### config.mk
export PLATFORM = sky130hd
export DESIGN_NAME = byte_striping_ctrl_flat
export DESIGN_NICKNAME = d
export VERILOG_FILES = /design/src/rtl/byte_striping_ctrl_if.sv /design/src/rtl/byte_striping_ctrl.sv /design/src/flat_wrapper.sv
export SDC_FILE = /design/constraint.sdc
export NUM_CORES = 1
export LEC_CHECK = 0
export BUFFER_PORTS_ARGS = -buffer_cell sky130_fd_sc_hd__buf_2
export CORE_MARGIN = 4
export CORE_UTILIZATION = 52
export DETAILED_ROUTE_END_ITERATION = 10
export PLACE_DENSITY = 0.78
export RECOVER_POWER = 50
export REMOVE_ABC_BUFFERS = 1
export SLEW_MARGIN = 30
export SYNTH_ARGS = -nofsm -noshare
export SYNTH_HDL_FRONTEND = slang
export SYNTH_SLANG_ARGS = --single-unit
export TNS_END_PERCENT = 100
### constraint.sdc
create_clock -name stripingCtrlCLK -period 2.8 [get_ports stripingCtrlCLK]
set_clock_uncertainty 0.1 [all_clocks]
set_input_delay 0.42 -clock stripingCtrlCLK [delete_from_list [all_inputs] [get_ports stripingCtrlCLK]]
set_output_delay 0.42 -clock stripingCtrlCLK [all_outputs]
set_load 0.01 [all_outputs]
### src/rtl/byte_striping_ctrl_if.sv
// rtl/byte_striping_ctrl_if.sv - upstream byte handshake and striper lane bus
interface byte_striping_ctrl_if #(
    parameter int PAD_CNT_W = 16
);
    logic [7:0]           byteIN;
    logic                 byteVLD;
    logic                 byteRDY;
    logic [1:0]           laneModeIN;
    logic [7:0]           laneByteOUT;
    logic [1:0]           laneSelOUT;
    logic [3:0]           laneWE;
    logic                 groupDoneOUT;
    logic [1:0]           activeModeOUT;
    logic [PAD_CNT_W-1:0] padCountOUT;

    modport master (
        output byteIN, byteVLD, laneModeIN,
        input  byteRDY, laneByteOUT, laneSelOUT, laneWE,
        input  groupDoneOUT, activeModeOUT, padCountOUT
    );

    modport slave (
        input  byteIN, byteVLD, laneModeIN,
        output byteRDY, laneByteOUT, laneSelOUT, laneWE,
        output groupDoneOUT, activeModeOUT, padCountOUT
    );
endinterface

### src/rtl/byte_striping_ctrl.sv
// rtl/byte_striping_ctrl.sv - round-robin byte striping sequencer with PAD group closing
module byte_striping_ctrl #(
    parameter logic [7:0] PAD_BYTE  = 8'hF7,
    parameter int         PAD_CNT_W = 16
) (
    input  logic                 stripingCtrlCLK,
    input  logic                 stripingCtrlRST,
    byte_striping_ctrl_if.slave  strp
);

    typedef enum logic [1:0] {
        ST_IDLE   = 2'd0,
        ST_STRIPE = 2'd1,
        ST_PAD    = 2'd2
    } state_t;

    state_t               state, state_d;
    logic [1:0]           lane_idx, lane_idx_d;
    logic [7:0]           lane_byte, lane_byte_d;
    logic [1:0]           lane_sel, lane_sel_d;
    logic [3:0]           lane_we, lane_we_d;
    logic                 group_done, group_done_d;
    logic [1:0]           active_mode, active_mode_d;
    logic [PAD_CNT_W-1:0] pad_count, pad_count_d;
    logic                 xfer;
    logic [1:0]           req_mode;

    // Reserved width code 11 behaves as x4.
    function automatic logic [1:0] map_mode(input logic [1:0] m);
        return (m == 2'b11) ? 2'b10 : m;
    endfunction

    // Index of the last active lane for a latched mode.
    function automatic logic [1:0] last_lane(input logic [1:0] m);
        case (m)
            2'b00:   return 2'd0;
            2'b01:   return 2'd1;
            default: return 2'd3;
        endcase
    endfunction

    assign strp.byteRDY       = !stripingCtrlRST && (state != ST_PAD);
    assign xfer               = strp.byteVLD && strp.byteRDY;
    assign req_mode           = map_mode(strp.laneModeIN);

    assign strp.laneByteOUT   = lane_byte;
    assign strp.laneSelOUT    = lane_sel;
    assign strp.laneWE        = lane_we;
    assign strp.groupDoneOUT  = group_done;
    assign strp.activeModeOUT = active_mode;
    assign strp.padCountOUT   = pad_count;

    // Next-state and next-output decode; lane writes are registered one cycle after the decision.
    always_comb begin
        state_d       = state;
        lane_idx_d    = lane_idx;
        lane_byte_d   = lane_byte;
        lane_sel_d    = lane_sel;
        lane_we_d     = 4'b0000;
        group_done_d  = 1'b0;
        active_mode_d = active_mode;
        pad_count_d   = pad_count;

        case (state)
            ST_IDLE: begin
                // The mode is resampled every idle cycle, and the byte accepted on
                // this edge already uses the newly requested mode.
                active_mode_d = req_mode;
                if (xfer) begin
                    lane_byte_d = strp.byteIN;
                    lane_sel_d  = 2'd0;
                    lane_we_d   = 4'b0001;
                    if (last_lane(req_mode) == 2'd0) begin
                        group_done_d = 1'b1;
                        lane_idx_d   = 2'd0;
                    end else begin
                        lane_idx_d = 2'd1;
                        state_d    = ST_STRIPE;
                    end
                end
            end

            ST_STRIPE: begin
                if (xfer) begin
                    lane_byte_d = strp.byteIN;
                    lane_sel_d  = lane_idx;
                    lane_we_d   = 4'b0001 << lane_idx;
                    if (lane_idx == last_lane(active_mode)) begin
                        group_done_d = 1'b1;
                        lane_idx_d   = 2'd0;
                        state_d      = ST_IDLE;
                    end else begin
                        lane_idx_d = lane_idx + 2'd1;
                    end
                end else if (!strp.byteVLD) begin
                    // Upstream gap inside an open group: close it with PAD bytes.
                    state_d = ST_PAD;
                end
            end

            ST_PAD: begin
                lane_byte_d = PAD_BYTE;
                lane_sel_d  = lane_idx;
                lane_we_d   = 4'b0001 << lane_idx;
                pad_count_d = (&pad_count) ? pad_count : pad_count + 1'b1;
                if (lane_idx == last_lane(active_mode)) begin
                    group_done_d = 1'b1;
                    lane_idx_d   = 2'd0;
                    state_d      = ST_IDLE;
                end else begin
                    lane_idx_d = lane_idx + 2'd1;
                end
            end

            default: begin
                state_d    = ST_IDLE;
                lane_idx_d = 2'd0;
            end
        endcase
    end

    // State and registered outputs; reset abandons any open group without padding.
    always_ff @(posedge stripingCtrlCLK) begin
        if (stripingCtrlRST) begin
            state       <= ST_IDLE;
            lane_idx    <= 2'd0;
            lane_byte   <= 8'h00;
            lane_sel    <= 2'd0;
            lane_we     <= 4'b0000;
            group_done  <= 1'b0;
            active_mode <= 2'b10;
            pad_count   <= '0;
        end else begin
            state       <= state_d;
            lane_idx    <= lane_idx_d;
            lane_byte   <= lane_byte_d;
            lane_sel    <= lane_sel_d;
            lane_we     <= lane_we_d;
            group_done  <= group_done_d;
            active_mode <= active_mode_d;
            pad_count   <= pad_count_d;
        end
    end

endmodule

### src/flat_wrapper.sv
// flat-port wrapper written by rule: the top's interface ports become plain ports
module byte_striping_ctrl_flat 
#(
    parameter logic [7:0] PAD_BYTE  = 8'hF7,
    parameter int         PAD_CNT_W = 16
)
  (stripingCtrlCLK, stripingCtrlRST, strp_byteIN, strp_byteVLD, strp_laneModeIN, strp_byteRDY, strp_laneByteOUT, strp_laneSelOUT, strp_laneWE, strp_groupDoneOUT, strp_activeModeOUT, strp_padCountOUT);
  byte_striping_ctrl_if #(.PAD_CNT_W(PAD_CNT_W)) strp_i ();
  input  logic stripingCtrlCLK;
  input  logic stripingCtrlRST;
  input wire logic [$bits(strp_i.byteIN)-1:0] strp_byteIN;
  input wire logic [$bits(strp_i.byteVLD)-1:0] strp_byteVLD;
  input wire logic [$bits(strp_i.laneModeIN)-1:0] strp_laneModeIN;
  output wire logic [$bits(strp_i.byteRDY)-1:0] strp_byteRDY;
  output wire logic [$bits(strp_i.laneByteOUT)-1:0] strp_laneByteOUT;
  output wire logic [$bits(strp_i.laneSelOUT)-1:0] strp_laneSelOUT;
  output wire logic [$bits(strp_i.laneWE)-1:0] strp_laneWE;
  output wire logic [$bits(strp_i.groupDoneOUT)-1:0] strp_groupDoneOUT;
  output wire logic [$bits(strp_i.activeModeOUT)-1:0] strp_activeModeOUT;
  output wire logic [$bits(strp_i.padCountOUT)-1:0] strp_padCountOUT;
  assign strp_i.byteIN = strp_byteIN;
  assign strp_i.byteVLD = strp_byteVLD;
  assign strp_i.laneModeIN = strp_laneModeIN;
  assign strp_byteRDY = strp_i.byteRDY;
  assign strp_laneByteOUT = strp_i.laneByteOUT;
  assign strp_laneSelOUT = strp_i.laneSelOUT;
  assign strp_laneWE = strp_i.laneWE;
  assign strp_groupDoneOUT = strp_i.groupDoneOUT;
  assign strp_activeModeOUT = strp_i.activeModeOUT;
  assign strp_padCountOUT = strp_i.padCountOUT;
  byte_striping_ctrl #(.PAD_BYTE(PAD_BYTE), .PAD_CNT_W(PAD_CNT_W)) u_core (.stripingCtrlCLK(stripingCtrlCLK), .stripingCtrlRST(stripingCtrlRST), .strp(strp_i));
endmodule
======== Word level (Yosys, flattened, before mapping) ========
Cells that the tools add are included.
operators by class
  add/sub/neg operators ................... 2
  shift operators ......................... 1
  mux-type cells .......................... 35
  bitwise operators ....................... 1
  reduce and logical (&&, ||, !) cells .... 16
  equality and inequality tests ........... 15
operators by type and width
  operator                                                            count
  2-bit 2-to-1 mux                                                    18
  2-bit case mux with 3 select lines                                  3
  16-bit by 1-bit adder with 16-bit output (second input constant)    1
  8-bit case mux with 2 select lines                                  1
  16-bit AND reduction                                                1
  4-bit case mux with 3 select lines                                  1
  2-bit zero test                                                     4
  8-bit 2-to-1 mux                                                    1
  2-bit by 1-bit != test with 1-bit output (second input constant)    4
  2-bit case mux with 2 select lines                                  2
  1-bit 2-to-1 mux                                                    7
  2-bit by 1-bit == test with 1-bit output (second input constant)    3
  2-bit AND reduction                                                 3
  5-bit AND reduction                                                 1
  2-bit == test                                                       2
  2-bit == test (second input constant)                               2
  4-bit 2-to-1 mux                                                    1
  2-bit != test (second input constant)                               2
  1-bit by 2-bit << shifter with 4-bit output (first input constant)  1
  3-bit by 2-bit != test with 1-bit output (second input constant)    1
  3-bit != test (second input constant)                               1
  1-bit case mux with 3 select lines                                  1
  3-bit AND reduction                                                 1
  3-bit nonzero test                                                  1
  6 further kinds                                                     7
storage, ports and cells
  input bits .............................. 13
  logic and storage cells ................. 78
  register bits after elaboration ......... 37

======== Logic depth before layout (Yosys ltp) ========
  depth after elaboration ................. 10
  mapped depth ............................ 7

======== Worst setup path after synthesis ========
OpenSTA, ideal clock, no wires.
  path kind ............................... reg2reg
  start point ............................. register u_core.state[0]
  end point ............................... register u_core.state[1]
  required time ........................... 2.583 ns
  data arrival time ....................... 1.945 ns
  setup time .............................. 0.117 ns
  slack ................................... 0.637 ns
  stages on the path, launching flop included .. 7
  clock period less this slack ............ 2.163 ns
  path buffers ............................ 0
  cell sequence ........................... dfxtp_1 -> inv_1 -> ha_1 -> or4_1 -> o221a_1 -> a221o_1 -> a32o_1
between the ends
  word-level cells in the longest chain between the ends .. 5
  elaborated cells between the ends (all ways) .. 14
RTL lines
  element                                                                              line                       text
  from (decl)                                                                          byte_striping_ctrl.sv:17   state_t state, state_d;
  from (signal assigned)                                                               byte_striping_ctrl.sv:134  state <= state_d;
  2-bit != test                                                                        byte_striping_ctrl.sv:42   assign strp.byteRDY = !stripingCtrlRST && (state != ST_PAD);
  1-bit logical AND                                                                    byte_striping_ctrl.sv:42
  1-bit logical AND                                                                    byte_striping_ctrl.sv:43   assign xfer = strp.byteVLD && strp.byteRDY;
  3-bit != test (no line), or another cell as far along                                n/a
  5-bit AND reduction (no line) or 2-bit case mux with 3 select lines (tied branches)  n/a
Parallel ways exist; a longest one is shown, timed or not.
A chain may end at the register's enable or synchronous reset.

======== Worst setup path after layout ========
  start point ............................. register u_core.state[0]
  end point ............................... register u_core.state[0]
Same word-level chain as after synthesis.

==> metrics.txt <==
CP peak stage delay=530 ps; GR Layer Usage met2=29.5%; CP max stage cell=or4_1; Pint=676 µW; Root Driver=clkbuf_4; vias in the first global route=1457; clock period minus final worst setup slack=2440 ps; RSZ-0062 raised after global routing=no; Core Box Area=3390 µm²; initial antenna violation count=0; Sw Ratio=25.9%; CP Max Fanout=15; Slew Limit Fails=0; HP Start=strp_byteIN[3]; Starting DRT DRC Count=136; Clock Tree Buf Depth=2; met3 Track Usage GR=3.94%; # Max-Cap Violations=0; Clock transition at path regs=90 ps; Seq/Total Area, Yosys=39.8%; Post-route DRC=0; Max Fclk=410 MHz; dpl cells=304; final hold vios=0; first-pass GRT wire length=6.76 mm; GR peak layer=met2; Die Area=4600 µm²; register share of total power=60.3%; commonest cells after routing, fill and taps aside=dfxtp_1 (37), clkbuf_1 (36), nand2_1 (19), a21oi_1 (19), nor2_1 (16); DRT antenna net count=0; Final nets=288; total number of vias=1731; synthesized area=1860 µm²; Clk Latency, worst-skew pair=350 ps; die width=67.9 µm; Resize count post-CTS=0; GRT met1 Usage=26.3%; Power Density=424 nW/µm²; area growth from synthesis to layout=15.4%; FFs w/ async S/R, synth=0%; Hold Buf Count CTS=0; final wirelength=4.05 mm; Max VDD drop=339 µV; commonest non-fill, non-tap cell in the layout=dfxtp_1; postcts setup bufs=0; reg2reg end=u_core.state[0]$_SDFFE_PP0P_; Cell Chain, Critical Path=inv_1 -> ha_1 -> or4_1 -> o221a_1 -> o31a_1 -> a2111oi_2; synth warn=0; ANT cells=0; I/O Pins=47; Min-Delay Path Class=in -> reg; Post-Route Setup TNS=0 ps; crit path DAT=2590 ps; global route total overflow=0; #FFs+latches synth=37; Slew @ Worst Pin=786 ps; share of cells above drive strength 1=11.3%; CP startpoint kind=register; Hold EP=u_core.strp.laneByteOUT[3]$_SDFFE_PP0P_; leak pwr=0.000762 µW; largest net degree at the start of global routing=29; GP Congestion=0.861; port bufs=46; Post-Syn Instances=218; Initial Util=55.0%; CTS sink count=37; Setup-failing EPs final=0; hold slack=237 ps; switching pwr=237 µW; combinational power share=10.4%; TritonCTS clock tree=built; R2R Setup Slk=360 ps; Crit. End Element=register; Cell Rows=21; routed len/inst=13.0 µm; outcome=complete, no violations; Hold Path Stages=3; worst reg2reg startpoint=u_core.state[0]$_SDFFE_PP0P_; relative slew slack=46.1%; synth unique cells=47; DR vias/cell=5.55; EDFF count, synth=0; Final Cycle Share=87.1%; Syn Area/Cell=8.55 µm²; total CTS buffers=5; post-DP HPWL=3.04 mm; Clk pwr share=29.3%; worst path required time=2950 ps; Total Routing Usage GR=19.3%; Crit Path Category=reg -> reg; Max H-tree Level=2; Worst R2R Path Depth=6; Detailed Routing Iterations Pass 1=4; non-filler cells, final=312; Die Height=67.9 µm; Synth Flop Type=dfxtp_1
## through the flow
step / setup WS, ps / area, µm² / power [µW] / util [%]
floorplan: 464 / 1830 / 617 / -
global placement: 468 / 2140 / 658 / 63.2
detailed placement: 369 / 2140 / 660 / 63.2
CTS: 345 / 2190 / 924 / 64.7
global route: 187 / 2150 / 951 / 63.5
finish: 361 / 2150 / 912 / 63.5
## worst max path at each step
| stage | endpoint | depth (start not counted) | slack, ps | from |
|---|---|---|---|---|
| floorplan | u_core.state[1]$_SDFFE_PP0P_ | 6 | 460 | u_core.state[0]$_SDFFE_PP0P_ |
| global placement | u_core.state[1]$_SDFFE_PP0P_ | 6 | 470 | u_core.state[0]$_SDFFE_PP0P_ |
| detailed placement | u_core.state[1]$_SDFFE_PP0P_ | 6 | 370 | u_core.state[0]$_SDFFE_PP0P_ |
| CTS | u_core.state[0]$_SDFFE_PP0P_ | 6 | 350 | u_core.state[0]$_SDFFE_PP0P_ |
| global route | u_core.state[0]$_SDFFE_PP0P_ | 6 | 190 | u_core.state[0]$_SDFFE_PP0P_ |
| finish | u_core.state[0]$_SDFFE_PP0P_ | 6 | 360 | u_core.state[0]$_SDFFE_PP0P_ |
## registers in the layout (all words and copies together), names as in the netlist
register and count:
u_core.lane_idx 2, u_core.state 2, u_core.strp.activeModeOUT 2, u_core.strp.groupDoneOUT 1
u_core.strp.laneByteOUT 8, u_core.strp.laneSelOUT 2, u_core.strp.laneWE 4, u_core.strp.padCountOUT 16
## routing by layer
| layer | part of all wire [%] | routed length (µm) | up-vias |
|---|---|---|---|
| li1 | - | - | 903 |
| met1 | 48 | 1930 | 772 |
| met2 | 45 | 1810 | 49 |
| met3 | 6.0 | 244 | 7 |
| met4 | 1.8 | 72 | 0 |
| met5 | 0 | 0 | - |
## area by class of cell
cell class | count | area [µm²]
multi-input cells | 161 | 1050
flip-flops and latches | 37 | 741
inverters | 10 | 37.5
clock buffers | 8 | 48.8
repair buffers | 50 | 219
well taps | 46 | 57.6
fillers | 318 | 1240
## Yosys cell counts (all sizes together) (6+ instances only)
cell	n	area, µm²
nand3	8	40.0
ha	10	125
dfxtp	37	741
nand4	6	43.8
o21ai	14	70.1
clkbuf	9	33.8
inv	10	37.5
a21oi	19	95.1
or4	6	45.0
nand2	19	71.3
nor2	16	60.1
## worst max-delay path: cells and delay by family, from the launching register on
| family | cells | cell delay, ps |
|---|---|---|
| and+or+nand+nor | 1 | 530 |
| adders and majority gates | 1 | 380 |
| DFF | 1 | 440 |
| AOI/OAI and AO/OA | 3 | 770 |
| buffers and inverters | 1 | 120 |
## logic make-up (layout without fill, tap and decap cells)
family | after synthesis | count (layout) | share of synthesized area [%]
compound gates | 57 | 57 | 20.1
xor+xnor | 2 | 2 | 0.940
fa+ha+maj | 10 | 10 | 6.72
buf+inv | 20 | 68 | 4.03
flops | 37 | 37 | 39.8
mux | 4 | 4 | 2.42
simple gates | 88 | 88 | 26.1
## power by group through the flow
stage | combinational [µW] | clock, µW | sequential (µW)
after floorplan | 52.2 | 0 | 564
after global placement | 96.7 | 0 | 561
after detailed placement | 97.7 | 0 | 562
after CTS | 97.8 | 276 | 550
after global routing | 108 | 291 | 552
final | 94.8 | 267 | 550
No activity file was read; power rests on OpenSTA's default activity.
